[config.mk]
export PLATFORM = sky130hd
export DESIGN_NAME = riscv_div_seq
export DESIGN_NICKNAME = d
export VERILOG_FILES = /design/src/rtl/riscv_div_seq.sv
export SDC_FILE = /design/constraint.sdc
export NUM_CORES = 1
export LEC_CHECK = 0
export CAP_MARGIN = 40
export CELL_PAD_IN_SITES_DETAIL_PLACEMENT = 1
export CELL_PAD_IN_SITES_GLOBAL_PLACEMENT = 1
export CORE_ASPECT_RATIO = 1.75
export CORE_UTILIZATION = 45
export CTS_BUF_LIST = sky130_fd_sc_hd__clkbuf_2
export DETAILED_ROUTE_END_ITERATION = 10
export PLACE_DENSITY_LB_ADDON = 0.1
export SLEW_MARGIN = 20
export SYNTH_ARGS = -nofsm -noshare
export SYNTH_HDL_FRONTEND = slang
export SYNTH_SLANG_ARGS = --single-unit
[constraint.sdc]
create_clock -name clk -period 32.2 [get_ports clk]
set_clock_uncertainty 0.05 [all_clocks]
set_input_delay 3.22 -clock clk [delete_from_list [all_inputs] [get_ports clk]]
set_output_delay 3.22 -clock clk [all_outputs]
set_load 0.005 [all_outputs]
[src/rtl/riscv_div_seq.sv]
`timescale 1ns/1ps
// riscv_div_seq
//   Sequential RISC-V M-extension divider (DIV/DIVU/REM/REMU) for the EX-stage
//   ALU. Non-restoring radix-2 algorithm retiring BITS_PER_CYC quotient bits
//   per ITER cycle (N = 32/BITS_PER_CYC cycles). Divide-by-zero and signed
//   overflow produce the architectural results directly.
//
//   Build option: RISCV_DIV_EARLY_OUT_EN
//     defined   - divide-by-zero / overflow finish straight from PREP
//     undefined - every operation takes the full N+2 cycle latency
//
//   Ports:
//     clk, rst_n     clock, asynchronous active-low reset
//     start_i        request pulse; latches opcode_i, dividend_i, divisor_i
//     opcode_i       0 DIVU, 1 DIV, 2 REMU, 3 REM (bit0 signed, bit1 remainder)
//     dividend_i     rs1
//     divisor_i      rs2
//     busy_o         operation in progress (PREP or ITER)
//     complete_o     result valid; held until the next start_i
//     divide_by_0_o  divisor was zero; valid while complete_o
//     result_o       quotient or remainder; stable while complete_o

module riscv_div_seq #(
    parameter int unsigned BITS_PER_CYC = 4
) (
    input  logic        clk,
    input  logic        rst_n,
    input  logic        start_i,
    input  logic [1:0]  opcode_i,
    input  logic [31:0] dividend_i,
    input  logic [31:0] divisor_i,
    output logic        busy_o,
    output logic        complete_o,
    output logic        divide_by_0_o,
    output logic [31:0] result_o
);

    localparam int unsigned N        = 32 / BITS_PER_CYC;
    localparam logic [4:0]  CNT_INIT = 5'(N - 1);

    typedef enum logic [1:0] {IDLE, PREP, ITER, DONE} state_t;

    state_t      state_q, state_d;
    logic [1:0]  op_q;
    logic [31:0] a_q, b_q;      // operands as latched
    logic [31:0] aq_q;          // dividend bits shifting out, quotient bits shifting in
    logic [31:0] bm_q;          // divisor magnitude
    logic [32:0] rem_q;         // signed partial remainder
    logic [4:0]  cnt_q;
    logic        q_neg_q, r_neg_q;

    logic        is_signed, a_neg, b_neg, div0, ovf;
    logic [31:0] a_mag, b_mag, spec_res;
    logic [32:0] r_it;
    logic [31:0] q_it, rem_mag, q_fin, r_fin, norm_res;

    // Operand preparation and special cases, from the latched operands
    always_comb begin
        is_signed = op_q[0];
        a_neg     = is_signed & a_q[31];
        b_neg     = is_signed & b_q[31];
        a_mag     = a_neg ? (32'd0 - a_q) : a_q;
        b_mag     = b_neg ? (32'd0 - b_q) : b_q;
        div0      = (b_q == '0);
        ovf       = is_signed && (a_q == 32'h8000_0000) && (b_q == '1);
        if (div0)
            spec_res = op_q[1] ? a_q : '1;
        else
            spec_res = op_q[1] ? '0 : 32'h8000_0000;
    end

    // BITS_PER_CYC non-restoring steps; the quotient bit is set whenever the
    // new partial remainder is non-negative.
    always_comb begin
        r_it = rem_q;
        q_it = aq_q;
        for (int unsigned i = 0; i < BITS_PER_CYC; i++) begin
            if (r_it[32])
                r_it = {r_it[31:0], q_it[31]} + {1'b0, bm_q};
            else
                r_it = {r_it[31:0], q_it[31]} - {1'b0, bm_q};
            q_it = {q_it[30:0], ~r_it[32]};
        end
        // Restored remainder lies in [0, divisor) so the low 32 bits suffice
        rem_mag  = r_it[31:0] + (r_it[32] ? bm_q : '0);
        q_fin    = q_neg_q ? (32'd0 - q_it) : q_it;
        r_fin    = r_neg_q ? (32'd0 - rem_mag) : rem_mag;
        norm_res = op_q[1] ? r_fin : q_fin;
    end

    // State register and datapath
    always_ff @(posedge clk or negedge rst_n) begin
        if (!rst_n) begin
            state_q       <= IDLE;
            op_q          <= '0;
            a_q           <= '0;
            b_q           <= '0;
            aq_q          <= '0;
            bm_q          <= '0;
            rem_q         <= '0;
            cnt_q         <= '0;
            q_neg_q       <= 1'b0;
            r_neg_q       <= 1'b0;
            divide_by_0_o <= 1'b0;
            result_o      <= '0;
        end else begin
            state_q <= state_d;
            if (start_i) begin
                op_q <= opcode_i;
                a_q  <= dividend_i;
                b_q  <= divisor_i;
            end else begin
                case (state_q)
                    PREP: begin
                        aq_q    <= a_mag;
                        bm_q    <= b_mag;
                        rem_q   <= '0;
                        cnt_q   <= CNT_INIT;
                        q_neg_q <= is_signed & (a_q[31] ^ b_q[31]);
                        r_neg_q <= a_neg;
                    end
                    ITER: begin
                        aq_q  <= q_it;
                        rem_q <= r_it;
                        cnt_q <= cnt_q - 5'd1;
                    end
                    default: ;
                endcase
            end
            // Result is registered on the edge that enters DONE
            if (state_d == DONE && state_q != DONE) begin
                result_o      <= (div0 || ovf) ? spec_res : norm_res;
                divide_by_0_o <= div0;
            end
        end
    end

    // Next-state logic; start_i from any state (re)starts at PREP
    always_comb begin
        state_d = state_q;
        if (start_i) begin
            state_d = PREP;
        end else begin
            case (state_q)
                PREP: begin
`ifdef RISCV_DIV_EARLY_OUT_EN
                    state_d = (div0 || ovf) ? DONE : ITER;
`else
                    state_d = ITER;
`endif
                end
                ITER:    if (cnt_q == '0) state_d = DONE;
                default: ;
            endcase
        end
    end

    // Status outputs
    always_comb begin
        busy_o     = 1'b0;
        complete_o = 1'b0;
        case (state_q)
            PREP, ITER: busy_o     = 1'b1;
            DONE:       complete_o = 1'b1;
            default:    ;
        endcase
    end

endmodule

# Word-level counts from Yosys, hierarchy flattened
# Cells that the tools add are included.
# W data, S select, Z words.
[word_totals] mem_bits_rw=0 romBits=0 latch_bits=0 word_cells=74 regBits=205 mem_count=0 in_bits=69 output_inout_bits=35
[op_classes] shift=0 n_mux=22 div_mod_pow=0 bitwise_logic=9 addsub=14 n_lt_le_gt_ge=0 eq_ne=7 reduce_logical=10 multipliers=0
[op_table] cell="$mux W32" n=10
[op_table] cell="$add A33 B32 Y33" n=4
[op_table] cell="$mux W33" n=4
[op_table] cell="$sub A33 B32 Y33" n=4
[op_table] cell="$sub A1 B32 Y32 const A" n=4
[op_table] cell="$pmux W33 S2" n=1
[op_table] cell="$eq A32 B32 Y1 const B" n=2
[op_table] cell="$pmux W32 S2" n=1
[op_table] cell="$add A32 B32 Y32" n=1
[op_table] cell="$logic_not A32 Y1" n=1
[op_table] cell="$pmux W5 S2" n=1
[op_table] cell="$eq A2 B2 Y1 const B" n=3
[op_table] cell="$logic_not A5 Y1" n=1
[op_table] cell="$not A1 Y1" n=5
[op_table] cell="$sub A5 B1 Y5 const B" n=1
[op_table] cell="$mux W2" n=2
[op_table] cell="$pmux W2 S2" n=1
[op_table] cell="$reduce_and A2 Y1" n=2
[op_table] cell="$and A1 B1 Y1" n=3
[op_table] cell="$logic_and A1 B1 Y1" n=3
[op_table] cell="$eq A2 B1 Y1 const B" n=1
[op_table] cell="$mux W1" n=2
[op_table] cell="$ne A2 B2 Y1 const B" n=1
[op_table] cell="$reduce_bool A2 Y1" n=1
[op_table] cell="3 further kinds" n=3

# Logic depth before layout (Yosys ltp)
[logic_depth] ltp_word=14 mapped_depth=80 ltp_nobuf=73

# Worst setup path before layout
# Ideal clock, no wire load.
[synth_path] kind="reg-to-reg" startpoint="register bm_q[2]" endpoint="register result_o[31]" t_required_ns=32.067 period_less_slack_ns=17.469 slack_ns=14.731 setup_ns=0.083 t_arrival_ns=17.336 path_stages_with_launch=72 n_path_buf=8 cell_sequence="dfrtp_1 buf_2 nor3_1 nand2_1 or3_1 clkbuf_1 nor2_1 nand2_1 nor4_1 nand2_1 nor3_1 nor2_1 xor2_1 ha_1 clkbuf_1 a2111o_1 o21ai_0 mux2i_1 [36 not listed] or3_1 and2_1 inv_2 clkbuf_2 and2_1 ha_1 clkbuf_1 a21o_1 a221oi_1 a211oi_1 or2_2 o311ai_0 and3_1 nand3_1 nor3_1 a31oi_1 xnor3_1 o21ai_0"
[synth_via] elab_chain_cells=14 elab_cells_between_ends=24 cone_classes="add/sub: 11; mux: 9; bitwise: 4"
[synth_lines] item="from (decl)" line_no="47" text="logic [31:0] bm_q;"
[synth_lines] item="from (signal assigned)" line_no="116" text="bm_q <= b_mag;"
[synth_lines] item="$sub A33 B32 Y33 / $add A33 B32 Y33 (equally long branches)" line_no="81, 79"
[synth_lines] item="$mux W33" line_no="78" text="if (r_it[32])"
[synth_lines] item="$sub A33 B32 Y33 / $add A33 B32 Y33 (equally long branches)" line_no="81, 79"
[synth_lines] item="$mux W33" line_no="78"
[synth_lines] item="$sub A33 B32 Y33 / $add A33 B32 Y33 (equally long branches)" line_no="81, 79"
[synth_lines] item="$mux W33" line_no="78"
[synth_lines] item="$sub A33 B32 Y33 / $add A33 B32 Y33 (equally long branches)" line_no="81, 79"
[synth_lines] item="$mux W33" line_no="78"
[synth_lines] item="$mux W32" line_no="85" text="rem_mag = r_it[31:0] + (r_it[32] ? bm_q : '0);"
[synth_lines] item="$add A32 B32 Y32" line_no="85"
[synth_lines] item="$sub A1 B32 Y32" line_no="87" text="r_fin = r_neg_q ? (32'd0 - rem_mag) : rem_mag;"
[synth_lines] item="$mux W32" line_no="87"
[synth_lines] item="$mux W32 (*)" line_no="88" text="norm_res = op_q[1] ? r_fin : q_fin;"
[synth_lines] item="$mux W32 (*)" line_no="132" text="result_o <= (div0 || ovf) ? spec_res : norm_res;"
[synth_lines] item="to (signal assigned)" line_no="132"
[synth_lines] item="to (decl)" line_no="35" text="output logic [31:0] result_o"
# Every way passes the cells marked *; elsewhere a longest branch is shown, timed or not.
# A chain may end at the register's enable or synchronous reset.

# Final worst setup path
# Ends and elaborated chain as after synthesis.

==> results.py <==
metrics = {
    "status": {
        "status": "finished, final reports clean",
    },
    "route": {
        "ant_nets": 0,
        "route.vias.total": 21200,
        "drcViolationCount": 0,
        "drt_first_pass_iters": 5,
        "drt_iter0_markers": 840,
        "viasPerCell": 6.183,
        "drt_wl_total_um": 84990,
        "wire_per_inst_um": 24.79,
    },
    "layout": {
        "drive_above_1_share": 0.08172,
        "fin_nets": 3051,
        "finalInstanceArea_um2": 23770,
        "area_delta_synth_final_pct": 9.934,
    },
    "yosys": {
        "synth_seq_cells": 205,
        "syn-instance-count": 2738,
        "synth_ff_type": "dfrtp_1",
        "synth.yosys.seq_area_share": 0.2372,
        "synth_top_cell_area_share": 0.2372,
        "synthArstFlopShare": 1.000,
        "synth_warnings": 0,
        "synth_edf_count": 0,
        "synth_commonest_cells": "nand2_1 (288), o21ai_0 (256), nor2_1 (225)",
        "synth_area_leaders": "dfrtp_1 (24%), ha_1 (10%), xnor2_1 (8.1%), xor2_1 (6.8%), o21ai_0 (5.9%)",
        "netlist_area_um2": 21630,
        "yosysUniqueCellTypes": 82,
        "synth_nets": 2985,
        "yosys.area.top_type": "dfrtp_1",
        "yosys.cell_count.top_type": "nand2_1",
        "avgSynthCellArea_um2": 7.898,
    },
    "sta": {
        "fmax_ghz": 0.04604,
        "hold_viol": 0,
        "worstMarginPinSlew_ns": 0.9024,
        "period_needed_ns": 21.72,
        "setup_viol": 0,
        "grt_setup_unrepaired": "no",
        "setup_tns_ns": 0,
        "drv_slew": 0,
        "relSlewSlack": 0.3828,
        "fin_crit_sh": 0.6745,
        "setup_slack_ns": 10.48,
    },
    "floorplan": {
        "chipWidth_um": 167.7,
        "initial_core_util": 0.4585,
        "die-area_um2": 48970,
        "num_rows": 105,
        "coreArea_um2": 47160,
        "ioPinCount": 104,
        "die_y_um": 292,
    },
    "worst_setup_path": {
        "worst-setup-path-type": "flop to flop",
        "cp.required_ns": 32.96,
        "cp-startpoint": "bm_q[2]$_DFFE_PN0P_",
        "worst_path_largest_cell_delay_ns": 0.77,
        "crit_path_end": "result_o[31]$_DFFE_PN0P_",
        "crit_slowest_cell": "o311ai_2",
        "cp-end-kind": "flop",
        "reg2regPathDepth": 73,
        "r2r_slack_ns": 10.48,
        "worst_r2r_startpoint": "bm_q[2]$_DFFE_PN0P_",
        "critPathMaxFanout": 32,
        "cp_common_cell": "o21ai_0",
        "critPathLaunchType": "flop",
        "r2r-end": "result_o[31]$_DFFE_PN0P_",
        "worstPathArrival_ns": 22.48,
    },
    "placement": {
        "dp_hpwl_um": 68290,
        "gp_congestion": 0.9590,
        "placed_cell_area_um2": 23250,
        "io_buffers": 103,
        "dp_slack_ns": 10.53,
    },
    "global_route": {
        "grt_pass1_wl_um": 131000,
        "grt_max_degree": 90,
        "grt-ovfl-total": 0,
        "grt_pass1_vias": 22930,
        "antenna_found_initial": 1,
        "grtUsageTotal": 0.3481,
    },
    "clock_network": {
        "cts.sinks": 205,
        "cts_resized": 0,
        "clockBufferDepth": 3,
        "cts_setup_buffers": 0,
        "path_clk_slew_ns": 0.11,
        "cts_tree": "done",
        "h-tree-depth": 2,
        "clock-root-buffer": "clkbuf_2",
        "clk_latency_ns": 0.98,
        "cts-buffers-inserted": 50,
        "ctsHoldBuffers": 0,
    },
    "job": {
        "cap_violations": 0,
    },
    "hold_path": {
        "hp-class": "flop to flop",
    },
}
metrics by stage:
stage          std cells  utilization  hold slack [ns]
4_1_cts             3420       0.5021           0.4503
2_1_floorplan       2738            -           0.4063
3_3_place_gp        3324       0.4910           0.4169
6_report            3428       0.5041           0.4476
3_5_place_dp        3333       0.4929           0.4237
5_1_grt             3428       0.5041           0.4901
worst max-delay path, delay by kind of cell (launching register included):
family          cells  cell delay [ns]
fa+ha+maj           5             1.86
xor+xnor           10             2.42
simple gates       23             5.46
compound gates     27             8.91
mux                 1             0.30
buf+inv             7             2.01
flops               1             0.52
placed cells by master, fill, tap and decap left out, types with 11 or more instances in the layout:
master           instances
nor2b_1                 15
dfrtp_1                205
nor2_1                 225
xnor2_1                198
o21a_1                  22
clkinv_1                12
o21ai_0                256
o211ai_1                23
o21bai_1                27
a22o_1                  31
clkbuf_2                73
o31ai_1                 30
a31oi_1                 26
a21oi_1                221
nor4_1                  16
a21o_1                  73
or2_2                   11
xor2_1                 167
nor3_1                  54
and2_1                  44
ha_1                   172
a211oi_1                23
or3_1                   38
o41ai_1                 22
nand2_1                288
nand3_1                 48
and3_1                  24
mux2_2                  61
buf_4                   41
nand2b_1                23
nand4_1                 22
inv_1                   75
clkdlybuf4s50_1        101
layout make-up:
type,count,area (um2)
well taps,588,735.7
repair buffers,157,1491
inverters,77,289.0
flip-flops and latches,205,5130
multi-input cells,2313,15690
clock inverters,16,77.57
clock buffers,71,355.3
fillers,5857,23390
diodes,1,2.502
sequential cells by signal, summed over array words and instances, names as in the netlist:
signal and flops:
r_neg_q 1, bm_q 32, a_q 32, b_q 32, cnt_q 5, op_q 2, rem_q 33, aq_q 32
state_q 2, q_neg_q 1, result_o 32, divide_by_0_o 1
layer usage:
layer  track usage  share of wire  vias to the layer above
li1              -              -                     9950
met1        0.3485           0.36                    10410
met2        0.6494           0.51                      545
met3       0.03931          0.034                      292
met4        0.2703          0.088                        0
met5             0              0                        -
how the worst min path moves through the flow:
stage               slack, ns  cells after the start                startpoint                  endpoint
floorplan                0.41                      2      aq_q[28]$_DFFE_PN0P_      aq_q[28]$_DFFE_PN0P_
global placement         0.42                      2  result_o[16]$_DFFE_PN0P_  result_o[16]$_DFFE_PN0P_
detailed placement       0.42                      2  result_o[13]$_DFFE_PN0P_  result_o[13]$_DFFE_PN0P_
CTS                      0.45                      2  result_o[13]$_DFFE_PN0P_  result_o[13]$_DFFE_PN0P_
global route             0.49                      2   result_o[8]$_DFFE_PN0P_   result_o[8]$_DFFE_PN0P_
finish                   0.45                      2  result_o[10]$_DFFE_PN0P_  result_o[10]$_DFFE_PN0P_
kinds of logic after synthesis:
logic type	after synthesis	share of synthesized area
compound gates	839	0.2440
xor+xnor	370	0.1515
mux	69	0.03547
flops	205	0.2372
buf+inv	220	0.03888
simple gates	857	0.1882
fa+ha+maj	178	0.1047
Power is not shown: default switching activity piles up to over one toggle a cycle in this logic, so the estimate is an artifact.
